File: src/rtl/axi_slave_bridge_pkg.sv
// ---------------------------------------------------------------------------
// axi_slave_bridge_pkg
// Shared definitions for the AXI4-Lite slave front end of the AXI-to-I2C
// bridge: default bus widths, BRESP codes and the write/read FSM state types.
// ---------------------------------------------------------------------------
package axi_slave_bridge_pkg;

  localparam int unsigned AXI_ADDR_W  = 32;
  localparam int unsigned AXI_DATA_W  = 32;
  localparam int unsigned AXI_RDATA_W = 32;
  localparam int unsigned AXI_RESP_W  = 2;

  localparam logic [1:0] RESP_OKAY   = 2'b00;
  localparam logic [1:0] RESP_SLVERR = 2'b10;

  typedef enum logic [1:0] {
    W_IDLE = 2'd0,
    W_REQ  = 2'd1,
    W_RESP = 2'd2
  } wr_state_t;

  typedef enum logic [1:0] {
    R_IDLE = 2'd0,
    R_TRIG = 2'd1,
    R_WAIT = 2'd2,
    R_RESP = 2'd3
  } rd_state_t;

endpackage

File: src/rtl/axi_slave_bridge.sv
// ---------------------------------------------------------------------------
// axi_slave_bridge
// AXI4-Lite slave that forwards single-beat writes and reads to a downstream
// I2C master over a shared {addr, data} request bus and returns the result as
// the AXI write response or read data. One write and one read may be in
// flight at once; a pending write request wins the shared bus.
//
// Ports:
//   ACLK, ARESET                      clock, synchronous active-high reset
//   AW*/W*/B*                         AXI write address, data, response
//   AR*/R*                            AXI read address and data (no RRESP)
//   ADDR_DATA_OUT                     request bus {addr, data}, 0 when idle
//   VALID_ADDR_DATA_OUT               write request valid
//   VALID_ADDR_DATA_OUT_ACK[_VALID]   write result (1 = ack) and qualifier
//   I2C_MASTER_TRIGGER                one-cycle read request strobe
//   RDATA_OUT, RDATA_VALID            read data from I2C master
//   RDATA_VALID_ACK                   one-cycle pulse: read data consumed
//   PENDING_TRANSACTION_WR/RD         I2C master busy
// ---------------------------------------------------------------------------
module axi_slave_bridge
  import axi_slave_bridge_pkg::*;
#(
  parameter int unsigned ADDR_WIDTH        = AXI_ADDR_W,
  parameter int unsigned DATA_WIDTH        = AXI_DATA_W,
  parameter int unsigned RDATA_WIDTH       = AXI_RDATA_W,
  parameter int unsigned RESPONSE_WIDTH    = AXI_RESP_W,
  parameter int unsigned OUTPUT_ADDR_WIDTH = ADDR_WIDTH + DATA_WIDTH
) (
  input  logic                         ACLK,
  input  logic                         ARESET,
  // write address / data / response
  input  logic                         AWVALID,
  output logic                         AWREADY,
  input  logic [ADDR_WIDTH-1:0]        AWADDR,
  input  logic                         WVALID,
  output logic                         WREADY,
  input  logic [DATA_WIDTH-1:0]        WDATA,
  output logic                         BVALID,
  input  logic                         BREADY,
  output logic [RESPONSE_WIDTH-1:0]    BRESP,
  // read address / data
  input  logic                         ARVALID,
  output logic                         ARREADY,
  input  logic [ADDR_WIDTH-1:0]        ARADDR,
  output logic                         RVALID,
  input  logic                         RREADY,
  output logic [RDATA_WIDTH-1:0]       RDATA,
  // I2C master side
  output logic [OUTPUT_ADDR_WIDTH-1:0] ADDR_DATA_OUT,
  output logic                         VALID_ADDR_DATA_OUT,
  input  logic                         VALID_ADDR_DATA_OUT_ACK,
  input  logic                         VALID_ADDR_DATA_OUT_ACK_VALID,
  output logic                         I2C_MASTER_TRIGGER,
  input  logic [RDATA_WIDTH-1:0]       RDATA_OUT,
  input  logic                         RDATA_VALID,
  output logic                         RDATA_VALID_ACK,
  input  logic                         PENDING_TRANSACTION_WR,
  input  logic                         PENDING_TRANSACTION_RD
);

  wr_state_t                   r_wr_state;
  rd_state_t                   r_rd_state;
  logic                        r_aw_held;
  logic                        r_w_held;
  logic [ADDR_WIDTH-1:0]       r_awaddr;
  logic [DATA_WIDTH-1:0]       r_wdata;
  logic [RESPONSE_WIDTH-1:0]   r_bresp;
  logic                        r_req_active;
  logic [ADDR_WIDTH-1:0]       r_araddr;
  logic [RDATA_WIDTH-1:0]      r_rdata;
  logic                        r_rd_ack;

  logic                        w_awready;
  logic                        w_wready;
  logic                        w_arready;
  logic                        w_aw_hs;
  logic                        w_w_hs;
  logic                        w_ar_hs;
  logic                        w_bus_free;
  logic                        w_wr_valid;
  logic                        w_trig;

  assign w_awready = !ARESET && (r_wr_state == W_IDLE) && !r_aw_held;
  assign w_wready  = !ARESET && (r_wr_state == W_IDLE) && !r_w_held;
  assign w_arready = !ARESET && (r_rd_state == R_IDLE);
  assign w_aw_hs   = AWVALID && w_awready;
  assign w_w_hs    = WVALID  && w_wready;
  assign w_ar_hs   = ARVALID && w_arready;

  assign w_bus_free = !PENDING_TRANSACTION_WR && !PENDING_TRANSACTION_RD;

  // Once the write request has been presented it stays up until acknowledged,
  // even if the I2C master raises a PENDING flag in the meantime.
  assign w_wr_valid = !ARESET && (r_wr_state == W_REQ) && (r_req_active || w_bus_free);

  // The read trigger yields to any write request on the shared bus.
  assign w_trig = !ARESET && (r_rd_state == R_TRIG) && w_bus_free && !w_wr_valid;

  always_comb begin
    ADDR_DATA_OUT = '0;
    if (w_wr_valid) begin
      ADDR_DATA_OUT = OUTPUT_ADDR_WIDTH'({r_awaddr, r_wdata});
    end else if (w_trig) begin
      ADDR_DATA_OUT = OUTPUT_ADDR_WIDTH'({r_araddr, {DATA_WIDTH{1'b0}}});
    end
  end

  assign AWREADY             = w_awready;
  assign WREADY              = w_wready;
  assign ARREADY             = w_arready;
  assign VALID_ADDR_DATA_OUT = w_wr_valid;
  assign I2C_MASTER_TRIGGER  = w_trig;
  assign BVALID              = !ARESET && (r_wr_state == W_RESP);
  assign BRESP               = ARESET ? '0 : r_bresp;
  assign RVALID              = !ARESET && (r_rd_state == R_RESP);
  assign RDATA               = ARESET ? '0 : r_rdata;
  assign RDATA_VALID_ACK     = !ARESET && r_rd_ack;

  // Write FSM
  always_ff @(posedge ACLK) begin
    if (ARESET) begin
      r_wr_state   <= W_IDLE;
      r_aw_held    <= 1'b0;
      r_w_held     <= 1'b0;
      r_awaddr     <= '0;
      r_wdata      <= '0;
      r_bresp      <= '0;
      r_req_active <= 1'b0;
    end else begin
      case (r_wr_state)
        W_IDLE: begin
          if (w_aw_hs) begin
            r_aw_held <= 1'b1;
            r_awaddr  <= AWADDR;
          end
          if (w_w_hs) begin
            r_w_held <= 1'b1;
            r_wdata  <= WDATA;
          end
          if ((r_aw_held || w_aw_hs) && (r_w_held || w_w_hs)) begin
            r_wr_state <= W_REQ;
          end
        end
        W_REQ: begin
          if (w_wr_valid) begin
            if (VALID_ADDR_DATA_OUT_ACK_VALID) begin
              r_bresp      <= VALID_ADDR_DATA_OUT_ACK ? RESPONSE_WIDTH'(RESP_OKAY)
                                                      : RESPONSE_WIDTH'(RESP_SLVERR);
              r_req_active <= 1'b0;
              r_wr_state   <= W_RESP;
            end else begin
              r_req_active <= 1'b1;
            end
          end
        end
        W_RESP: begin
          if (BREADY) begin
            r_aw_held  <= 1'b0;
            r_w_held   <= 1'b0;
            r_wr_state <= W_IDLE;
          end
        end
        default: r_wr_state <= W_IDLE;
      endcase
    end
  end

  // Read FSM; RDATA_VALID is only looked at in R_WAIT so a stale level from
  // an earlier read cannot complete a new one before its trigger is issued.
  always_ff @(posedge ACLK) begin
    if (ARESET) begin
      r_rd_state <= R_IDLE;
      r_araddr   <= '0;
      r_rdata    <= '0;
      r_rd_ack   <= 1'b0;
    end else begin
      r_rd_ack <= 1'b0;
      case (r_rd_state)
        R_IDLE: begin
          if (w_ar_hs) begin
            r_araddr   <= ARADDR;
            r_rd_state <= R_TRIG;
          end
        end
        R_TRIG: begin
          if (w_trig) begin
            r_rd_state <= R_WAIT;
          end
        end
        R_WAIT: begin
          if (RDATA_VALID) begin
            r_rdata    <= RDATA_OUT;
            r_rd_ack   <= 1'b1;
            r_rd_state <= R_RESP;
          end
        end
        R_RESP: begin
          if (RREADY) begin
            r_rd_state <= R_IDLE;
          end
        end
        default: r_rd_state <= R_IDLE;
      endcase
    end
  end

endmodule

File: config.mk
export PLATFORM = sky130hd
export DESIGN_NAME = axi_slave_bridge
export DESIGN_NICKNAME = d
export VERILOG_FILES = /design/src/rtl/axi_slave_bridge_pkg.sv /design/src/rtl/axi_slave_bridge.sv
export SDC_FILE = /design/constraint.sdc
export NUM_CORES = 1
export LEC_CHECK = 0
export CAP_MARGIN = 20
export CORE_MARGIN = 1
export CORE_UTILIZATION = 43
export CTS_CLUSTER_DIAMETER = 30
export DETAILED_ROUTE_END_ITERATION = 12
export PLACE_DENSITY = 0.81
export SLEW_MARGIN = 0
export SYNTH_ARGS = -nofsm -noshare
export SYNTH_HDL_FRONTEND = slang
export SYNTH_SLANG_ARGS = --single-unit
File: constraint.sdc
create_clock -name ACLK -period 2.16 [get_ports ACLK]
set_input_delay 0.54 -clock ACLK [delete_from_list [all_inputs] [get_ports ACLK]]
set_output_delay 0.54 -clock ACLK [all_outputs]
set_load 0.02 [all_outputs]
==> impl_summary.log, run 1 <==
[metrics] status: complete, but fails checks
[metrics] failing checks: negative setup slack
[metrics] overall die height: 117.7 µm
[metrics] Area growth syn-to-layout: 68.80%
[metrics] Sw Pwr: 0.001944 W
[metrics] detail-routed net length per standard cell: 17.00 µm
[metrics] Placement Cell Area: 0.008493 mm²
[metrics] number of max-slew violations in the final report: 0
[metrics] total power after layout: 0.007424 W
[metrics] WL final: 19280 µm
[metrics] cell with the most instances after synthesis: nand2_1
[metrics] unrepaired setup endpoints after global routing: yes
[metrics] sequential share of the synthesized area: 47.66%
[metrics] WHS: 0.4536 ns
[metrics] GRT busiest layer: met2
[metrics] predominant post-synthesis flop cell: dfxtp_1
[metrics] sequential group share of total power: 40.2%
[metrics] initial antenna violation count: 0
[metrics] number of nets with antenna violations after detailed routing: 0
[metrics] DRT iter0 DRCs: 469
[metrics] Die Area: 0.01385 mm²
[metrics] clock network fraction of design power: 38.8%
[metrics] power density relative to cell area: 764.3 mW/mm²
[metrics] number of failing hold endpoints at the final stage: 0
[metrics] static leakage: 3.954 nW
[metrics] post-synthesis sequential element count: 137
[metrics] Clock Path Buffers: 2
[metrics] average cell area after synthesis: 8.563 µm²
[metrics] Finish-stage setup viols: 66
[metrics] warning count from the yosys run: 0
[metrics] post-route insts no fill: 1134
[metrics] clock edge transition at the registers on the reported setup and hold paths: 0.05 ns
[metrics] cell internal pwr: 0.005480 W
[metrics] die width: 117.7 µm
[metrics] placed wire-length estimate: 11090 µm
[metrics] Pre-Repair DR Iteration Count: 5
[metrics] kind of start point of the critical path: register
[metrics] global-route met2 utilization: 47.10%
[metrics] via density per instance: 5.155
[metrics] last weighted congestion value of the routability-driven placer: 0.7965
[metrics] core area: 0.01282 mm²
[metrics] Worst Path Arrival: 1.87 ns
[metrics] Gate power share: 21.0%
[metrics] area share of the leading cell type in the synthesized netlist: 47.66%
[metrics] leftover overflow at the end of global routing: 0
[metrics] unique cell type count in the Yosys netlist: 34
[metrics] cell row count: 41
[metrics] start-to-end type of the worst setup path: register to primary output
[metrics] data required time of the critical path: 1.62 ns
[metrics] count of pins on the block boundary: 246
[metrics] Critical Path End Type: primary output
[metrics] Highest Clock Rate: 414.8 MHz
[metrics] met3 usage: 8.188%
[metrics] IR Drop Worst-Case VDD: 677.7 µV
[metrics] # hold bufs at CTS: 0
[metrics] Design Area, Final: 0.009713 mm²
[metrics] number of enable-type register cells in the synthesized netlist: 0
[metrics] global-route met1 utilization: 31.42%
[metrics] async set-or-reset flop fraction in the synthesized netlist: 0%
[metrics] syn nets: 817
[metrics] Total GRT Usage: 27.65%
[metrics] first-pass GRT wire length: 30060 µm
[metrics] maximum number of pins on one net before global-route repair: 65
[metrics] cell chosen for the clock root: clkbuf_16
[metrics] clock tree from TritonCTS: yes
[metrics] CTS sink count: 137
[metrics] minimum period implied by the final worst setup slack: 2.411 ns
[metrics] final worst clock skew: 0.01080 ns
[metrics] Max-Cap Viols: 0
[metrics] class of the tightest hold or removal check: register to register
[metrics] fraction of the cycle the final worst path needs: 111.6%
[metrics] post-synthesis instance total: 672
[metrics] Total Nets Final: 1094
[metrics] number of H-tree levels: 4
[metrics] Mapped Area: 0.005754 mm²
[metrics] Sw Ratio: 26.19%
[metrics] Synth area leaders: dfxtp_1 (48%), nand2_1 (11%), a21oi_1 (5.9%)
[metrics] setup ws final: -0.2508 ns
[metrics] placed instance count: 1074
[metrics] vias post-DR: 5846
[metrics] Commonest cells post-synth: nand2_1 (166), dfxtp_1 (137), a21oi_1 (68)
[metrics] Sum Neg Setup Slack: -12.70 ns
[metrics] count of port buffers added during placement: 244
[metrics] clock buffers created by TritonCTS: 17
[metrics] post-synthesis cell type with the largest combined area: dfxtp_1
[metrics] Worst Path Max Fanout: 7
[metrics] clock insertion delay at the later pin of the skew report: 0.42 ns
[metrics] Initial Util: 44.87%
[metrics] ANT cells: 0
[metrics] layout cell share with drive strength beyond 1: 25.68%
[metrics] vias in the first global route: 5826
[metrics] number of remaining DRC errors: 0
==> kinds of logic (layout without fill, tap and decap cells) <==
kind of cell / Yosys count / count (layout) / synth area share, %
AND/OR/NAND/NOR: 293 / 293 / 25.03
adder cells (fa/ha/maj): 5 / 5 / 1.087
flip-flops: 137 / 137 / 47.66
buffers and inverters: 60 / 350 / 5.980
other: 1 / 1 / 0.06517
AO/OA/AOI/OAI: 175 / 175 / 19.98
multiplexers: 1 / 1 / 0.1957
==> metal layers <==
layer	part of all wire, %	up-vias
li1	-	2805
met1	40	2738
met2	49	251
met3	7.2	52
met4	3.1	0
met5	0	-
==> cell usage in the layout, fill, tap and decap left out, types with 4 or more instances in the layout <==
master and instances:
clkdlybuf4s50_1 136, and2_4 33, clkbuf_2 17, clkdlybuf4s15_2 7
nand2_1 166, buf_4 38, dfxtp_1 133, ha_1 5
a21oi_1 68, clkbuf_16 17, inv_1 4, buf_16 6
o22a_1 32, buf_12 15, a22o_1 30, nor2_1 4
clkbuf_8 8, dlygate4sd2_1 12, buf_6 75, buf_2 4
nor2b_1 38, nand2b_1 35, o21ai_0 33
==> power by group through the flow <==
stage,sequential [W],combinational [W],clock [W]
finish,0.00299,0.00156,0.00288
global placement,0.00301,0.00143,0
floorplan,0.00298,0.000796,0
detailed placement,0.00302,0.00145,0
global route,0.00301,0.00171,0.00303
CTS,0.00298,0.00156,0.00291
==> timing repair <==
item,CTS,global route
gates cloned,14,0
pin swaps,39,15
buffers inserted,18,6
resized for setup,522,59
setup endpoints to repair,105,87
==> final timing paths <==
path | start | to | slack (ns) | depth (start not counted)
worst max-delay path | r_wr_state[0] | ADDR_DATA_OUT[55] | -0.25 | 7
worst max register to register | r_rd_state[0] | r_araddr[6] | 0.37 | 7
worst min register to register | r_wdata[25] | r_wdata[25] | 0.45 | 2
worst min-delay path | r_wdata[25] | r_wdata[25] | 0.45 | 2
==> area by class of cell <==
type / count / area, µm²
fill: 886 / 3112
sequential: 137 / 2750
multi-input combinational: 475 / 2810
tap: 172 / 215.2
timing repair buffer: 314 / 3323
inverter: 4 / 15.01
clock inverter: 5 / 56.30
clock buffer: 27 / 543.0
==> state kept, by name, indices dropped and copies added (netlist names) <==
name / count
r_araddr: 32
r_aw_held: 1
r_awaddr: 32
r_bresp: 1
r_rd_ack: 1
r_rd_state: 2
r_rdata: 32
r_req_active: 1
r_w_held: 1
r_wdata: 32
r_wr_state: 2
==> per-stage QoR <==
stage          setup slack (ns)  util (%)
4_1_cts                 -0.3047     76.60
3_3_place_gp            -0.9235     66.22
6_report                -0.2508     75.74
2_1_floorplan           0.01941         -
5_1_grt                 -0.3234     75.74
3_5_place_dp            -0.9363     66.22
==> worst max-delay path, stage by stage (launching register included) <==
cell and delay, ns:
dfxtp_4 0.35, buf_6 0.10, nand2b_4 0.06, nor3_4 0.20, buf_4 0.19, bufbuf_16 0.27, a22o_1 0.16, buf_6 0.12
Power figures use the tool's default switching activity.
==> run 2, diff against run 1 <==
--- a/config.mk
+++ b/config.mk
@@ -6,7 +6,7 @@
 export NUM_CORES = 1
 export LEC_CHECK = 0
 export CAP_MARGIN = 20
-export CORE_MARGIN = 1
+export CORE_MARGIN = 3
 export CORE_UTILIZATION = 43
 export CTS_CLUSTER_DIAMETER = 30
 export DETAILED_ROUTE_END_ITERATION = 12
==> constraint.sdc (replaced) <==
create_clock -name ACLK -period 2.16 [get_ports ACLK]
set_input_delay 0.432 -clock ACLK [delete_from_list [all_inputs] [get_ports ACLK]]
set_output_delay 0.432 -clock ACLK [all_outputs]
set_load 0.02 [all_outputs]
==> run 2 against run 1 <==
Net effect:
- total power grew 2.0%
- worst setup slack better by 0.026 ns
- cell count shrank 0.35%
- the run still ends with negative setup slack left
- clock-buffer cell count fell by 7
==> impl_summary.log, run 2 (synthesized netlist as in run 1, its figures left out) <==
[metrics] clock tree from TritonCTS: yes
[metrics] die width: 121.7 µm (+3.4%)
[metrics] WHS: 0.4577 ns (+0.004114 ns)
[metrics] start-to-end type of the worst setup path: register to primary output
[metrics] Finish-stage setup viols: 55 (-17%)
[metrics] cell internal pwr: 0.005591 W (+2.0%)
[metrics] clock network fraction of design power: 40.4% (+1.6 points)
[metrics] fraction of the cycle the final worst path needs: 110.4% (-1.2 points)
[metrics] Gate power share: 20.1% (-0.9 points)
[metrics] leftover overflow at the end of global routing: 0 (unchanged)
[metrics] IR Drop Worst-Case VDD: 707.0 µV (+4.3%)
[metrics] Sw Ratio: 26.15% (-0.031 points)
[metrics] detail-routed net length per standard cell: 16.90 µm (-0.63%)
[metrics] CTS sink count: 137 (unchanged)
[metrics] cell chosen for the clock root: clkbuf_16
[metrics] last weighted congestion value of the routability-driven placer: 0.8039 (+0.93%)
[metrics] Max stage delay cell, worst path: dfxtp_2
[metrics] power density relative to cell area: 781.5 mW/mm² (+2.2%)
[metrics] Sw Pwr: 0.001980 W (+1.9%)
[metrics] unrepaired setup endpoints after global routing: yes
[metrics] count of port buffers added during placement: 244 (unchanged)
[metrics] clock edge transition at the registers on the reported setup and hold paths: 0.06 ns (about the same)
[metrics] vias in the first global route: 5307 (-8.9%)
[metrics] final worst clock skew: 0.006922 ns (-0.003881 ns)
[metrics] Die Area: 0.01481 mm² (+6.9%)
[metrics] sequential group share of total power: 39.6% (-0.6 points)
[metrics] number of max-slew violations in the final report: 0 (unchanged)
[metrics] count of pins on the block boundary: 246 (unchanged)
[metrics] Total Nets Final: 1090 (-0.37%)
[metrics] Total GRT Usage: 24.08% (-3.6 points)
[metrics] static leakage: 4.155 nW (+5.1%)
[metrics] stage delay of the slowest cell on the critical path: 0.32 ns (-0.03 ns)
[metrics] clock insertion delay at the later pin of the skew report: 0.42 ns (about the same)
[metrics] number of failing hold endpoints at the final stage: 0 (unchanged)
[metrics] vias post-DR: 5730 (-2.0%)
[metrics] # fillers: 947 (+6.9%)
[metrics] crit path cell chain: nor2b_4 > nor4_2 > and2_4 > buf_12 > buf_16 > buf_12 > buf_6 > a22o_1 > buf_6
[metrics] ANT cells: 0 (unchanged)
[metrics] area used by multi-input combinational logic: 0.002790 mm² (-0.71%)
[metrics] overall die height: 121.7 µm (+3.4%)
[metrics] Initial Util: 44.69% (-0.18 points)
[metrics] number of nets with antenna violations after detailed routing: 0 (unchanged)
[metrics] data required time of the critical path: 1.73 ns (+0.11 ns)
[metrics] core area: 0.01288 mm² (+0.40%)
[metrics] Area growth syn-to-layout: 68.36%
[metrics] most common cell after layout, fill and taps aside: nand2_1
[metrics] Worst Path Max Fanout: 4 (-3)
[metrics] first-pass GRT wire length: 27680 µm (-7.9%)
[metrics] initial antenna violation count: 0 (unchanged)
[metrics] class of the tightest hold or removal check: register to register
[metrics] via density per instance: 5.071 (-1.6%)
[metrics] minimum period implied by the final worst setup slack: 2.384 ns (-0.02643 ns)
[metrics] most frequent cells in the layout: nand2_1 (166), clkdlybuf4s50_1 (137), dfxtp_1 (133)
[metrics] cell row count: 41 (unchanged)
[metrics] pre-CTS worst setup slack: -0.7045 ns (+0.2318 ns)
[metrics] WL final: 19090 µm (-0.99%)
[metrics] Design Area, Final: 0.009688 mm² (-0.26%)
[metrics] DRT iter0 DRCs: 411 (-12%)
[metrics] Critical Path End Type: primary output
[metrics] Max-Cap Viols: 0 (unchanged)
[metrics] Highest Clock Rate: 419.4 MHz (+1.1%)
[metrics] Worst Path Arrival: 1.95 ns (+0.08 ns)
[metrics] maximum number of pins on one net before global-route repair: 65 (unchanged)
[metrics] failing checks: negative setup slack
[metrics] placed wire-length estimate: 11680 µm (+5.4%)
[metrics] Placement Cell Area: 0.008443 mm² (-0.59%)
[metrics] number of H-tree levels: 4 (unchanged)
[metrics] status: complete, but fails checks
[metrics] # hold bufs at CTS: 0 (unchanged)
[metrics] Pre-Repair DR Iteration Count: 5 (unchanged)
[metrics] Clock Path Buffers: 2 (unchanged)
[metrics] kind of start point of the critical path: register
[metrics] layout cell share with drive strength beyond 1: 22.65% (-3.0 points)
[metrics] setup ws final: -0.2244 ns (+0.02643 ns)
[metrics] number of remaining DRC errors: 0 (unchanged)
[metrics] clock buffers created by TritonCTS: 17 (unchanged)
[metrics] Sequential Area: 0.002748 mm² (about the same)
run 2: what timing repair did:
item,4_1_cts,5_1_grt
setup buffers,17,7
cloned,5,5
resized for setup,371,138
pin swaps,5,38
endpoints found under the setup margin,86,81
run 2: critical path, delay by kind of cell, from the launching register on:
family                 cells  cell delay [ns]
buffers and inverters      5             0.62
AOI/OAI and AO/OA          1             0.19
DFF                        1             0.32
and+or+nand+nor            3             0.40
run 2: per-stage QoR:
stage	power, W	utilization [%]	std cells	TNS [ns]
2_1_floorplan	0.003779	-	672	0
3_3_place_gp	0.004420	65.57	1068	-41.27
3_5_place_dp	0.004456	65.57	1068	-42.83
4_1_cts	0.007580	71.67	1122	-4.663
5_1_grt	0.007887	75.24	1130	-8.297
6_report	0.007571	75.24	1130	-4.008
run 2: cell type report:
type / count / area share, %
repair buffers: 310 / 34.07
multi-input cells: 475 / 28.80
flip-flops and latches: 137 / 28.36
clock buffers: 20 / 4.611
well taps: 172 / 2.221
clock inverters: 12 / 1.782
inverters: 4 / 0.1550
run 2: layer usage:
metal / share of wire (%) / vias to the layer above / wire length (µm) / global-route usage, %
met5: 0 / - / 0 / 0
met4: 2.7 / 0 / 516 / 10.22
met3: 7.9 / 39 / 1513 / 7.567
met2: 49 / 244 / 9411 / 40.38
met1: 40 / 2643 / 7652 / 28.49
li1: - / 2804 / - / -
run 2: path summary, 6_finish.rpt:
path                 startpoint                 to  slack, ns  depth (start not counted)
hold reg to reg      r_wdata[2]         r_wdata[2]       0.46                          2
hold / removal       r_wdata[2]         r_wdata[2]       0.46                          2
setup / recovery  r_wr_state[0]  ADDR_DATA_OUT[50]      -0.22                          9
setup reg to reg  r_wr_state[0]         r_wdata[9]       0.40                          7
run 2: power groups by stage:
stage | clock [W] | sequential (W) | combinational [W]
2_1_floorplan | 0 | 0.00298 | 0.000796
3_3_place_gp | 0 | 0.00303 | 0.00139
3_5_place_dp | 0 | 0.00303 | 0.00142
4_1_cts | 0.00310 | 0.00299 | 0.00149
5_1_grt | 0.00321 | 0.00302 | 0.00166
6_report | 0.00306 | 0.00300 | 0.00152
==> run 3, diff against run 2 <==
--- a/config.mk
+++ b/config.mk
@@ -6,11 +6,11 @@
 export NUM_CORES = 1
 export LEC_CHECK = 0
 export CAP_MARGIN = 20
-export CORE_MARGIN = 3
 export CORE_UTILIZATION = 43
 export CTS_CLUSTER_DIAMETER = 30
 export DETAILED_ROUTE_END_ITERATION = 12
 export PLACE_DENSITY = 0.81
+export RECOVER_POWER = 25
 export SLEW_MARGIN = 0
 export SYNTH_ARGS = -nofsm -noshare
 export SYNTH_HDL_FRONTEND = slang
==> run 3 against run 2 <==
Net effect:
- the flow still finishes with violations (negative setup slack)
- clock power shrank 9.5%
- sequential power about the same
- total power down 3.7%
- largest power group is now sequential cells
- highest routed layer unchanged
==> impl_summary.log, run 3 (synthesized netlist as in run 1, its figures left out) <==
[metrics] status: complete, but fails checks
[metrics] failing checks: negative setup slack
[metrics] origin of the critical flop-to-flop path: r_rd_state[0]
[metrics] static leakage: 3.793 nW (-8.7%)
[metrics] vias in the first global route: 5458 (+2.8%)
[metrics] vias post-DR: 5635 (-1.7%)
[metrics] maximum number of pins on one net before global-route repair: 65 (unchanged)
[metrics] CP startpoint: r_req_active
[metrics] Sw Pwr: 0.001896 W (-4.2%)
[metrics] unrepaired setup endpoints after global routing: yes
[metrics] post-route insts no fill: 1121 (-0.80%)
[metrics] number of max-slew violations in the final report: 0 (unchanged)
[metrics] kind of start point of the critical path: register
[metrics] clock insertion delay at the later pin of the skew report: 0.41 ns (about the same)
[metrics] Highest Clock Rate: 442.5 MHz (+5.5%)
[metrics] most common cell after layout, fill and taps aside: clkdlybuf4s50_1
[metrics] Placement Cell Area: 0.008471 mm² (+0.33%)
[metrics] start-to-end type of the worst setup path: register to primary output
[metrics] via density per instance: 5.027 (-0.87%)
[metrics] cell internal pwr: 0.005392 W (-3.6%)
[metrics] WL final: 17970 µm (-5.9%)
[metrics] number of H-tree levels: 4 (unchanged)
[metrics] WHS: 0.4492 ns (-0.008457 ns)
[metrics] Max-Cap Viols: 0 (unchanged)
[metrics] Initial Util: 44.87% (+0.18 points)
[metrics] clock network fraction of design power: 38.0% (-2.4 points)
[metrics] Gate power share: 21.1% (+1.0 points)
[metrics] hold path startpoint: r_wdata[13]
[metrics] Total Nets Final: 1083 (-0.64%)
[metrics] count of pins on the block boundary: 246 (unchanged)
[metrics] cell row count: 41 (unchanged)
[metrics] Finish-stage setup viols: 53 (-3.6%)
[metrics] Pre-Repair DR Iteration Count: 5 (unchanged)
[metrics] placed instance count: 1071 (+0.28%)
[metrics] count of port buffers added during placement: 244 (unchanged)
[metrics] initial antenna violation count: 0 (unchanged)
[metrics] Least-Margin Pin Slew: 1.042 ns
[metrics] power density relative to cell area: 760.8 mW/mm² (-2.7%)
[metrics] clock tree from TritonCTS: yes
[metrics] fraction of the cycle the final worst path needs: 104.6% (-5.8 points)
[metrics] clock buffers created by TritonCTS: 17 (unchanged)
[metrics] IR Drop Worst-Case VDD: 513.4 µV (-27%)
[metrics] leftover overflow at the end of global routing: 0 (unchanged)
[metrics] most frequent cells in the layout: clkdlybuf4s50_1 (169), nand2_1 (166), dfxtp_1 (133)
[metrics] Clock Path Buffers: 2 (unchanged)
[metrics] Total GRT Usage: 25.62% (+1.5 points)
[metrics] core area: 0.01282 mm² (-0.40%)
[metrics] overall die height: 117.7 µm (-3.3%)
[metrics] sequential group share of total power: 40.9% (+1.3 points)
[metrics] Worst Path Max Fanout: 5 (+1)
[metrics] clock edge transition at the registers on the reported setup and hold paths: 0.05 ns (about the same)
[metrics] placed wire-length estimate: 11110 µm (-4.9%)
[metrics] CTS sink count: 137 (unchanged)
[metrics] final worst clock skew: 0.007295 ns (+0.0003737 ns)
[metrics] # fillers: 937 (-1.1%)
[metrics] # hold bufs at CTS: 0 (unchanged)
[metrics] last weighted congestion value of the routability-driven placer: 0.8062 (+0.29%)
[metrics] cell chosen for the clock root: clkbuf_16
[metrics] number of nets with antenna violations after detailed routing: 0 (unchanged)
[metrics] first-pass GRT wire length: 27860 µm (+0.65%)
[metrics] Area growth syn-to-layout: 66.49%
[metrics] Die Area: 0.01385 mm² (-6.5%)
[metrics] class of the tightest hold or removal check: register to register
[metrics] die width: 117.7 µm (-3.3%)
[metrics] number of remaining DRC errors: 0 (unchanged)
[metrics] DRT iter0 DRCs: 390 (-5.1%)
[metrics] Sw Ratio: 26.02% (-0.14 points)
[metrics] Design Area, Final: 0.009580 mm² (-1.1%)
[metrics] setup ws final: -0.1001 ns (+0.1243 ns)
[metrics] Worst Path Arrival: 1.83 ns (-0.12 ns)
[metrics] Slew headroom: 30.53%
[metrics] number of failing hold endpoints at the final stage: 0 (unchanged)
[metrics] layout cell share with drive strength beyond 1: 21.18% (-1.5 points)
[metrics] data required time of the critical path: 1.73 ns (about the same)
[metrics] minimum period implied by the final worst setup slack: 2.260 ns (-0.1243 ns)
[metrics] Critical Path End Type: primary output
[metrics] ANT cells: 0 (unchanged)
[metrics] detail-routed net length per standard cell: 16.03 µm (-5.1%)
run 3: worst paths after layout:
check,to,slack (ns),cells past startpoint
worst min register to register,r_wdata[13],0.45,2
worst max-delay path,ADDR_DATA_OUT[61],-0.10,7
worst min-delay path,r_wdata[13],0.45,2
worst max register to register,r_rdata[12],0.36,7
run 3: metrics by stage:
step	TNS, ns	utilization, %	total power [W]	worst slack (ns)
floorplan	0	-	0.003779	0.2354
global placement	-41.50	66.05	0.004419	-0.7000
detailed placement	-43.22	66.05	0.004450	-0.7196
CTS	-3.591	74.26	0.007340	-0.1506
global route	-7.375	74.70	0.007639	-0.1753
finish	-2.174	74.70	0.007289	-0.1001
run 3: area by class of cell:
| cell class | instances | area, µm² | area share (%) |
|---|---|---|---|
| Timing Repair Buffer | 303 | 3234 | 33.76 |
| Multi-Input combinational cell | 475 | 2808 | 29.31 |
| Sequential cell | 137 | 2748 | 28.68 |
| Clock buffer | 21 | 460.4 | 4.806 |
| Tap cell | 172 | 215.2 | 2.246 |
| Clock inverter | 9 | 100.1 | 1.045 |
| Inverter | 4 | 15.01 | 0.1567 |
run 3: power groups by stage:
stage	Combinational, W	Clock (W)	Sequential (W)
floorplan	0.000796	0	0.00298
global placement	0.00141	0	0.00301
detailed placement	0.00143	0	0.00302
CTS	0.00155	0.00282	0.00297
global route	0.00168	0.00295	0.00301
finish	0.00154	0.00277	0.00298
run 3: critical path, cell delays in order (launching register included):
cell and delay [ns]:
dfxtp_2 0.33, o21ba_4 0.16, nor3_4 0.23, buf_6 0.14, buf_12 0.13, buf_16 0.12, a22o_1 0.17, buf_6 0.13
run 3: timing repair:
action | in CTS | in global routing
cloned | 9 | 1
gates resized for setup | 410 | 55
pin swaps | 36 | 14
endpoints found under the setup margin | 71 | 68
setup buffers | 13 | 3
endpoints found under the hold margin | 0 | 0
run 3: layer usage:
layer / share of wire [%] / track usage [%] / up-vias
met5: 0 / 0 / -
met4: 2.2 / 10.98 / 0
met3: 8.0 / 8.236 / 27
met2: 50 / 43.93 / 224
met1: 40 / 29.05 / 2597
li1: - / - / 2787
